===== src/rtl/sdram_pkg.sv =====
// sdram_pkg: definitions shared by the SDRAM controller blocks.
// Contents:
//   - default DQ and address widths
//   - SDRAM command encodings, packed as {cs_n, ras_n, cas_n, we_n}
//   - the command arbiter's state encoding
package sdram_pkg;

  localparam int DEF_DATA_W = 16;
  localparam int DEF_ADDR_W = 13;

  localparam logic [3:0] CMD_NOP   = 4'b0111;
  localparam logic [3:0] CMD_PREC  = 4'b0010;
  localparam logic [3:0] CMD_AREF  = 4'b0001;
  localparam logic [3:0] CMD_MRS   = 4'b0000;
  localparam logic [3:0] CMD_ACT   = 4'b0011;
  localparam logic [3:0] CMD_WRITE = 4'b0100;
  localparam logic [3:0] CMD_READ  = 4'b0101;
  localparam logic [3:0] CMD_BSTOP = 4'b0110;

  typedef enum logic [2:0] {
    ARB_INIT  = 3'd0,
    ARB_IDLE  = 3'd1,
    ARB_AREF  = 3'd2,
    ARB_WRITE = 3'd3,
    ARB_READ  = 3'd4
  } arb_state_e;

endpackage


===== src/rtl/sdram_arb_sel.sv =====
// sdram_arb_sel: request selector used while the arbiter is idle.
// Refresh always wins. When write and read are both pending, prefer_rd
// picks read; otherwise write wins.
// Ports:
//   aref_req, wr_req, rd_req  in   level requests
//   prefer_rd                 in   1 = read wins a write/read tie
//   sel                       out  state to enter (ARB_IDLE if nothing pending)
module sdram_arb_sel
  import sdram_pkg::*;
(
  input  logic       aref_req,
  input  logic       wr_req,
  input  logic       rd_req,
  input  logic       prefer_rd,
  output arb_state_e sel
);

  always_comb begin
    sel = ARB_IDLE;
    if (aref_req) begin
      sel = ARB_AREF;
    end else if (wr_req && rd_req) begin
      sel = prefer_rd ? ARB_READ : ARB_WRITE;
    end else if (wr_req) begin
      sel = ARB_WRITE;
    end else if (rd_req) begin
      sel = ARB_READ;
    end
  end

endmodule


===== src/rtl/sdram_arbiter.sv =====
// sdram_arbiter: command arbiter and pin multiplexer in front of the SDRAM.
// It passes the init sequence through until init_end. After that it grants
// one of refresh, write or read at a time, and drives the granted source's
// command, bank, address and data onto the SDRAM pins.
// Optional feature: define SDRAM_ARB_ROUND_ROBIN_EN to alternate write and
// read when both are pending. Without it, write has fixed priority over read.
// Ports:
//   clk, rstn                         clock, async active-low reset
//   init_* / aref_* / wr_* / rd_*     per-source command, bank, address
//   init_end                          init complete (level, used only in ARB_INIT)
//   *_req / *_end                     level request / done pulse per source
//   aref_en, wr_en, rd_en             grants, decoded from the state register
//   wr_data, wr_sdram_en              write data and its bus-valid strobe
//   sdram_*                           device pins; DQ is split into out/oe
//   arb_state                         current arbiter state (debug)
// Handshake: a source holds *_req high until its grant rises. The grant then
// stays high until the source pulses *_end. An *_end from a source that
// does not hold the grant is ignored.
module sdram_arbiter
  import sdram_pkg::*;
#(
  parameter int DATA_W = DEF_DATA_W,
  parameter int ADDR_W = DEF_ADDR_W
) (
  input  logic              clk,
  input  logic              rstn,
  input  logic [3:0]        init_cmd,
  input  logic [1:0]        init_bank,
  input  logic [ADDR_W-1:0] init_addr,
  input  logic              init_end,
  input  logic              aref_req,
  input  logic              aref_end,
  input  logic [3:0]        aref_cmd,
  input  logic [1:0]        aref_bank,
  input  logic [ADDR_W-1:0] aref_addr,
  output logic              aref_en,
  input  logic              wr_req,
  input  logic              wr_end,
  input  logic [3:0]        wr_cmd,
  input  logic [1:0]        wr_bank,
  input  logic [ADDR_W-1:0] wr_addr,
  input  logic [DATA_W-1:0] wr_data,
  input  logic              wr_sdram_en,
  output logic              wr_en,
  input  logic              rd_req,
  input  logic              rd_end,
  input  logic [3:0]        rd_cmd,
  input  logic [1:0]        rd_bank,
  input  logic [ADDR_W-1:0] rd_addr,
  output logic              rd_en,
  output logic              sdram_cke,
  output logic              sdram_cs_n,
  output logic              sdram_ras_n,
  output logic              sdram_cas_n,
  output logic              sdram_we_n,
  output logic [1:0]        sdram_ba,
  output logic [ADDR_W-1:0] sdram_addr,
  output logic [DATA_W-1:0] sdram_dq_out,
  output logic              sdram_dq_oe,
  output arb_state_e        arb_state
);

  arb_state_e        state, next_state, sel;
  logic              prefer_rd;
  logic [3:0]        cmd;

  sdram_arb_sel u_sel (
    .aref_req  (aref_req),
    .wr_req    (wr_req),
    .rd_req    (rd_req),
    .prefer_rd (prefer_rd),
    .sel       (sel)
  );

`ifdef SDRAM_ARB_ROUND_ROBIN_EN
  // Remembers whether the last write/read grant went to write. It resets to
  // "read", so the first tie after reset goes to write.
  logic last_wr;

  always_ff @(posedge clk or negedge rstn) begin
    if (!rstn) begin
      last_wr <= 1'b0;
    end else if (state == ARB_IDLE && next_state == ARB_WRITE) begin
      last_wr <= 1'b1;
    end else if (state == ARB_IDLE && next_state == ARB_READ) begin
      last_wr <= 1'b0;
    end
  end

  assign prefer_rd = last_wr;
`else
  assign prefer_rd = 1'b0;
`endif

  always_ff @(posedge clk or negedge rstn) begin
    if (!rstn) begin
      state <= ARB_INIT;
    end else begin
      state <= next_state;
    end
  end

  // Each busy state watches only its own *_end, so stray pulses are ignored.
  always_comb begin
    next_state = state;
    unique case (state)
      ARB_INIT:  if (init_end) next_state = ARB_IDLE;
      ARB_IDLE:  next_state = sel;
      ARB_AREF:  if (aref_end) next_state = ARB_IDLE;
      ARB_WRITE: if (wr_end)   next_state = ARB_IDLE;
      ARB_READ:  if (rd_end)   next_state = ARB_IDLE;
      default:   next_state = ARB_INIT;
    endcase
  end

  assign aref_en = (state == ARB_AREF);
  assign wr_en   = (state == ARB_WRITE);
  assign rd_en   = (state == ARB_READ);

  // The pin mux is purely combinational. Command timing therefore comes
  // from each source's own registered outputs.
  always_comb begin
    cmd        = CMD_NOP;
    sdram_ba   = 2'b11;
    sdram_addr = '1;
    unique case (state)
      ARB_INIT: begin
        cmd        = init_cmd;
        sdram_ba   = init_bank;
        sdram_addr = init_addr;
      end
      ARB_AREF: begin
        cmd        = aref_cmd;
        sdram_ba   = aref_bank;
        sdram_addr = aref_addr;
      end
      ARB_WRITE: begin
        cmd        = wr_cmd;
        sdram_ba   = wr_bank;
        sdram_addr = wr_addr;
      end
      ARB_READ: begin
        cmd        = rd_cmd;
        sdram_ba   = rd_bank;
        sdram_addr = rd_addr;
      end
      default: begin
        cmd        = CMD_NOP;
        sdram_ba   = 2'b11;
        sdram_addr = '1;
      end
    endcase
  end

  assign {sdram_cs_n, sdram_ras_n, sdram_cas_n, sdram_we_n} = cmd;
  assign sdram_cke    = 1'b1;
  assign sdram_dq_out = wr_data;
  assign sdram_dq_oe  = (state == ARB_WRITE) && wr_sdram_en;
  assign arb_state    = state;

endmodule


===== config.mk =====
export PLATFORM = sky130hd
export DESIGN_NAME = sdram_arbiter
export DESIGN_NICKNAME = d
export VERILOG_FILES = /design/src/rtl/sdram_pkg.sv /design/src/rtl/sdram_arb_sel.sv /design/src/rtl/sdram_arbiter.sv
export SDC_FILE = /design/constraint.sdc
export NUM_CORES = 1
export LEC_CHECK = 0
export ABC_AREA = 1
export BUFFER_PORTS_ARGS = -buffer_cell sky130_fd_sc_hd__buf_4
export CAP_MARGIN = 20
export CORE_MARGIN = 3
export CORE_UTILIZATION = 31
export DETAILED_ROUTE_END_ITERATION = 12
export PLACE_DENSITY = 0.86
export SYNTH_ARGS = -nofsm -noshare
export SYNTH_HDL_FRONTEND = slang
export SYNTH_SLANG_ARGS = --single-unit

===== constraint.sdc =====
create_clock -name clk -period 4 [get_ports clk]
set_clock_uncertainty 0.2 [all_clocks]
set_input_delay 1 -clock clk [delete_from_list [all_inputs] [get_ports clk]]
set_output_delay 1 -clock clk [all_outputs]
set_load 0.03 [all_outputs]

# [After elaboration in Yosys (flattened, before gate mapping)]
# Index checks and enable logic that the tools add are counted.
[op_classes] n_eq_ne=8 muxes=12 n_reduce_logical=4
[ops] op="$pmux W13 S4" n=1
[ops] op="$mux W3" n=8
[ops] op="$pmux W4 S4" n=1
[ops] op="$pmux W3 S5" n=1
[ops] op="$ne A2 B2 Y1 const B" n=4
[ops] op="$pmux W2 S4" n=1
[ops] op="$eq A3 B2 Y1 const B" n=2
[ops] op="$reduce_and A4 Y1" n=1
[ops] op="$eq A3 B1 Y1 const B" n=1
[ops] op="$eq A3 B3 Y1 const B" n=1
[ops] op="$logic_not A3 Y1" n=1
[ops] op="$logic_and A1 B1 Y1" n=2
[totals] ff_bits=3 word_cells=25

# [Logic depth before layout (Yosys ltp)]
# Gate-level depths: netlist (run 1).
[logic_depth] depth_word=5 depth_mapped=8 depth_no_buf=7

# [Modules after synthesis]
# Synthesis (run 1) repeated with hierarchy kept, for this count alone.
[hier_totals] hier_cells=177 hier_area_um2=952.2
[modules_own_cells] module="sdram_arbiter" n_inst=1 cells_each=170 area_per_inst_um2=920.9 seq_area_each_um2=75.1
[modules_own_cells] module="sdram_arb_sel" n_inst=1 cells_each=7 area_per_inst_um2=31.3 seq_area_each_um2=0.0

# [Least setup slack after synthesis (run 1)]
# Ideal clock, no wire load.
[synth_path] path_kind="in2out" start="input port wr_sdram_en" end="output port sdram_dq_oe" arrival_time_ns=1.731 required_ns=2.800 path_slack_ns=1.069 stages=1 path_buffers=0 cell_sequence="nor3b_1"
[synth_via] elab_chain_cells=1
[synth_rtl] element="from (decl)" line_no="sdram_arbiter.sv:43" text="input logic wr_sdram_en,"
[synth_rtl] element="$logic_and A1 B1 Y1" line_no="sdram_arbiter.sv:158" text="assign sdram_dq_oe = (state == ARB_WRITE) && wr_sdram_en;"
[synth_rtl] element="to (decl)" line_no="sdram_arbiter.sv:59" text="output logic sdram_dq_oe,"
# No other way between the ends.

# [Worst setup path in the final report (run 1)]
[layout_path] start="register state[1], in the netlist arb_state[1]" end="output port sdram_addr[12]"
[layout_via] elab_chain_cells=2 elab_cells_between_ends=5 cone_classes="eq/ne: 3; mux: 1; reduce/logical: 1"
[layout_rtl] element="from (decl)" line_no="sdram_arbiter.sv:63" text="arb_state_e state, next_state, sel;"
[layout_rtl] element="from (signal assigned)" line_no="sdram_arbiter.sv:99" text="state <= next_state;"
[layout_rtl] element="$eq A3 B3 Y1 (tied with other cells)" line_no="sdram_arbiter.sv:126" text="unique case (state)"
[layout_rtl] element="$pmux W13 S4 (*)" line_no="sdram_arbiter.sv:126"
[layout_rtl] element="to (decl)" line_no="sdram_arbiter.sv:57" text="output logic [ADDR_W-1:0] sdram_addr,"
# Every way passes the cells marked *; elsewhere a longest branch is shown, timed or not.

==> metrics.txt, run 1 <==
flops & latches, synth=3; detailed placer's ending HPWL=3180 µm; worst-path cell with the longest stage delay=nor2_1; DIE WIDTH=59.9 µm; die area=3590 µm²; grt total ovfl=0; CTS Hold Bufs=0; final hold vios=0; WL per Instance=13.3 µm; Area Overhead vs Synth=81.7%; relative slew slack=47.6%; H-Tree Depth=1; syn_nets=273; switching share of power=60.3%; Setup crit start=arb_state[1]; mapped cell area=902 µm²; Row Count=18; status=finished, final reports clean; Worst Path Buf+Inv=2; Setup CP Type=reg2out; RSZ-0062 raised after global routing=false; Yosys cell types=20; Port Buffers=111; post-CTS repair timing setup buffer count=0; total number of vias=1477; Mapped Cells=171; CTS resizes=0; routability cong.=0.795; Root Driver=clkbuf_4; CTS Buf Count=3; Synth Warn #=0; global-route wire length before repair=5660 µm; Remaining DRCs=0; total number of cells along the worst setup path=6; Ports=145; Final Util=62.7%; Antenna Violating Nets Remaining=0; number of flip-flops in the largest register=3; gr usage total=20.0%; power share of the clock group=4.2%; power density over cell area=777 nW/µm²; largest net degree at the start of global routing=23; max-cap viol count=0; Pre-Repair DR Iteration Count=4; critical path fanouts, max=11; setup TNS=0 ns; Syn Area/Cell=5.28 µm²; Post-Layout Cell Count=291; cells on worst reg2reg path=6; critical path startpoint category=flop; Reg power frac=4.9%; fin crit share=79.4%; DR vias/cell=5.08; share of cells above drive strength 1=47.1%; worst endpoint required time=2.80 ns; R2R Path Start=arb_state[0]; Starting DRT DRC Count=50; Logic pwr share=90.9%; Setup-failing EPs final=0; Internal=505 µW; r2r setup slk=2.10 ns; Tmin final=3.18 ns; CP arrival=1.98 ns; CP peak stage delay=0.57 ns; Ant. Diodes=0; Critical Path, Cell by Cell=nand2_1, nor2_1, buf_4, nand2_1, nand4_1, buf_4; Post-Route WL=3870 µm; Cells after DPL=287; Core ar.=2610 µm²; NetSw=768 µW; Die Y=59.9 µm; Tightest Pin Transition=0.782 ns; CTS tree=yes; CTS sink cnt=3; achievable clock frequency=315 MHz; Seq/Total Area, Yosys=8.32%; Initial Utilization=34.5%; Static Leakage=0.000872 µW; vias in the first global route=1337; Layout Nets=364; buffer depth of the longest clock path=2; antenna violations before repair=0; Worst Setup End Kind=output pin; clk_lat worst skew=0.23 ns; Clock Pin Slew Worst Setup and Hold Paths=0.04 ns; maximum vdd drop=0.000634 V; Worst Hold Class=in2async; fin. max-slew vios=0; CP delay by family, top=simple AND/OR/NAND/NOR gates
==> synthesized netlist by cell type, drive strengths merged <==
cell	count	share of area (%)
a21oi	18	10
nor3b	1	0.83
dfrtp	3	8.3
nand3	29	16
nor2	6	2.8
o21ai	4	2.6
nand2	57	24
clkbuf	1	0.42
inv	8	3.3
nor3	2	1.1
nand4	12	8.3
conb	1	0.42
nand3b	1	0.83
buf	28	21
==> worst reg2reg max path: cells and delay by family (launching register included) <==
family / cells / cell delay, ns
buffers and inverters: 1 / 0.21
flip-flops: 1 / 0.44
AND/OR/NAND/NOR: 5 / 0.93
==> power by group through the flow <==
stage                     logic (µW)  registers, µW  clock network [µW]
after floorplan                  778           77.7                   0
after global placement          1160           60.9                   0
after detailed placement        1160           62.7                   0
after CTS                       1170           62.5                54.2
after global routing            1250           65.5                57.6
final                           1160           62.6                53.5
==> per-stage QoR <==
step	total power, µW	worst slack [ns]	instance area [µm²]	hold slack [ns]
final	1270	0.822	1640	0.350
after global routing	1370	0.672	1640	0.342
after CTS	1280	0.815	1640	0.350
after detailed placement	1230	1.05	1610	0.425
after global placement	1220	1.06	1610	0.394
after floorplan	856	1.07	902	0.504
==> metal layers <==
layer,track usage (%),part of all wire (%)
met5,0,0
met4,5.06,0.59
met3,7.13,15
met2,38.1,51
met1,20.3,34
==> logic make-up after synthesis <==
kind of cell           after synthesis  synth area share [%]
and+or+nand+nor                    108                  53.7
buffers and inverters               37                  25.0
AOI/OAI and AO/OA                   22                  12.6
DFF                                  3                  8.32
other                                1                 0.416
==> layout by cell type, fill, tap and decap left out <==
| cell | instances |
|---|---|
| buf_4 | 115 |
| nand2_1 | 57 |
| nand3_1 | 29 |
| a21oi_1 | 18 |
| nand4_1 | 12 |
| inv_1 | 6 |
| nor2_1 | 5 |
| dfrtp_1 | 3 |
| clkbuf_4 | 3 |
| inv_2 | 2 |
| o21ai_1 | 2 |
| nor3_2 | 1 |
| o21ai_2 | 1 |
| nor2_2 | 1 |
| nor3b_1 | 1 |
| nor3_1 | 1 |
| nand3b_1 | 1 |
| o21ai_0 | 1 |
| conb_1 | 1 |
| clkbuf_1 | 1 |
==> area by class of cell <==
class                   instances  area (µm²)
fillers                       250         973
repair buffers                115         863
multi-input cells             131         607
flip-flops and latches          3        75.1
well taps                      30        37.5
inverters                       8        30.0
clock buffers                   4        26.3
==> worst paths after layout <==
check                            endpoint
max                        sdram_addr[12]
max in group asynchronous    arb_state[2]
min in group clk             arb_state[1]
min reg2reg                  arb_state[1]
min                          arb_state[1]
max reg2reg                  arb_state[0]
No activity file was read; power rests on OpenSTA's default activity.
==> inputs of run 2 (changes only) <==
Settings changed: CORE_UTILIZATION 31 to 29, PLACE_DENSITY 0.86 to 0.81.
Clock period 4 ns to 3 ns, I/O delays scaled along.
==> metrics.txt, run 2 (synthesis results as in run 1) <==
r2r setup slk=1.50 ns (-0.60 ns); cells on worst reg2reg path=6 (unchanged); Pre-Repair DR Iteration Count=4 (unchanged); total number of vias=1524 (+3.2%); CTS sink cnt=3 (unchanged); DR vias/cell=5.13 (+1.1%); fin. max-slew vios=0 (unchanged); DP Area=1650 µm² (+2.4%); global-route wire length before repair=5600 µm (-1.1%); Setup crit start=arb_state[2]; power density over cell area=1050 nW/µm² (+35%); Tmin final=2.67 ns; detailed placer's ending HPWL=3280 µm (+3.3%); most frequent cells in the layout=120 x buf_4, 57 x nand2_1, 29 x nand3_1; most used cell, CP=buf_4; Total Power=1760 µW (+38%); Remaining DRCs=0 (unchanged); Worst Setup End Kind=output pin; Antenna Violating Nets Remaining=0 (unchanged); Starting DRT DRC Count=60 (+20%); Worst Hold Class=in2async; Die Y=61.8 µm (+3.1%); maximum vdd drop=0.000567 V (-11%); Worst Path Buf+Inv=3 (+1); RSZ-0062 raised after global routing=false; CTS resizes=0 (unchanged); setup TNS=0 ns (unchanged); antenna violations before repair=0 (unchanged); share of cells above drive strength 1=48.1% (+0.99 points); post-CTS repair timing setup buffer count=0 (unchanged); Layout Nets=369 (+1.4%); CTS Buf Count=3 (unchanged); routability cong.=0.774 (-2.7%); critical path fanouts, max=21 (+10); reg-to-reg critical path endpoint=arb_state[0]; CP peak stage delay=0.51 ns (-0.06 ns); H-Tree Depth=1 (unchanged); final hold vios=0 (unchanged); achievable clock frequency=374 MHz; Clock Pin Slew Worst Setup and Hold Paths=0.04 ns (about the same); CTS tree=yes; critical path startpoint category=flop; Setup-failing EPs final=0 (unchanged); Root Driver=clkbuf_4; grt total ovfl=0 (unchanged); Area Overhead vs Synth=86.0%; Port Buffers=111 (unchanged); status=finished, final reports clean; largest net degree at the start of global routing=22 (-4.3%); Post-Route WL=3930 µm (+1.6%); worst endpoint required time=2.05 ns (-0.75 ns); Row Count=19 (+1); Final Cell Area=1680 µm² (+2.4%); WL per Instance=13.2 µm (-0.50%); worst-path cell with the longest stage delay=dfrtp_1; Static Leakage=0.000897 µW (+3.0%); Ant. Diodes=0 (unchanged); Initial Utilization=31.6% (-2.9 points); worst hold margin=0.0966 ns (-0.254 ns); number of flip-flops in the largest register=3 (unchanged); CTS Hold Bufs=0 (unchanged); final-layout fill cell count=292 (+17%); Setup CP Type=reg2out; CP arrival=1.72 ns (-0.26 ns); vias in the first global route=1355 (+1.3%); clk_lat worst skew=0.24 ns (about the same); Critical Path, Cell by Cell=inv_2, nor2_1, buf_4, nand2_1, nand4_1, buf_4; DIE WIDTH=61.8 µm (+3.1%); most common cell after layout, fill and taps aside=buf_4; buffer depth of the longest clock path=2 (unchanged); R2R Path Start=arb_state[2]; die area=3820 µm² (+6.2%); max-cap viol count=0 (unchanged); Ports=145 (unchanged); fin crit share=89.1%; Core ar.=2850 µm² (+9.2%); gr usage total=19.5% (-0.52 points); CP delay by family, top=buffers and inverters
==> run 2: cell count changes in the layout (fill, tap and decap cells not counted) <==
cell   delta
buf_4     +5
==> run 2: metrics by stage <==
stage,cells,utilization (%),worst slack (ns)
after floorplan,171,-,0.540
after global placement,293,57.9,0.581
after detailed placement,293,57.9,0.561
after CTS,297,58.8,0.297
after global routing,297,58.8,0.130
final,297,58.8,0.328
==> run 2: cell type report <==
cell class	count	area, µm²	share of cell area (%)
clock buffers	4	26.3	1.57
well taps	31	38.8	2.31
inverters	8	30.0	1.79
repair buffers	120	901	53.7
multi-input cells	131	607	36.2
flip-flops and latches	3	75.1	4.47
==> run 2: worst max-delay path by stage <==
| stage | to | slack, ns | depth (start not counted) |
|---|---|---|---|
| finish | sdram_cs_n | 0.33 | 6 |
| global placement | sdram_addr[6] | 0.58 | 5 |
| floorplan | sdram_cas_n | 0.54 | 5 |
| global route | sdram_addr[7] | 0.13 | 6 |
| CTS | sdram_cas_n | 0.30 | 6 |
| detailed placement | sdram_cas_n | 0.56 | 6 |
==> run 2: layer usage <==
metal	track usage, %	vias up	part of all wire [%]
met5	0	-	0
met4	8.48	0	2.0
met3	6.20	6	15
met2	34.8	102	48
met1	21.0	669	35
li1	-	747	-
==> run 2: report_power, final <==
| part | total [µW] | internal, µW | switching (µW) |
|---|---|---|---|
| Combinational | 1600 | 604 | 1000 |
| Sequential | 82.0 | 55.9 | 26.1 |
| Clock | 72.1 | 49.9 | 22.2 |
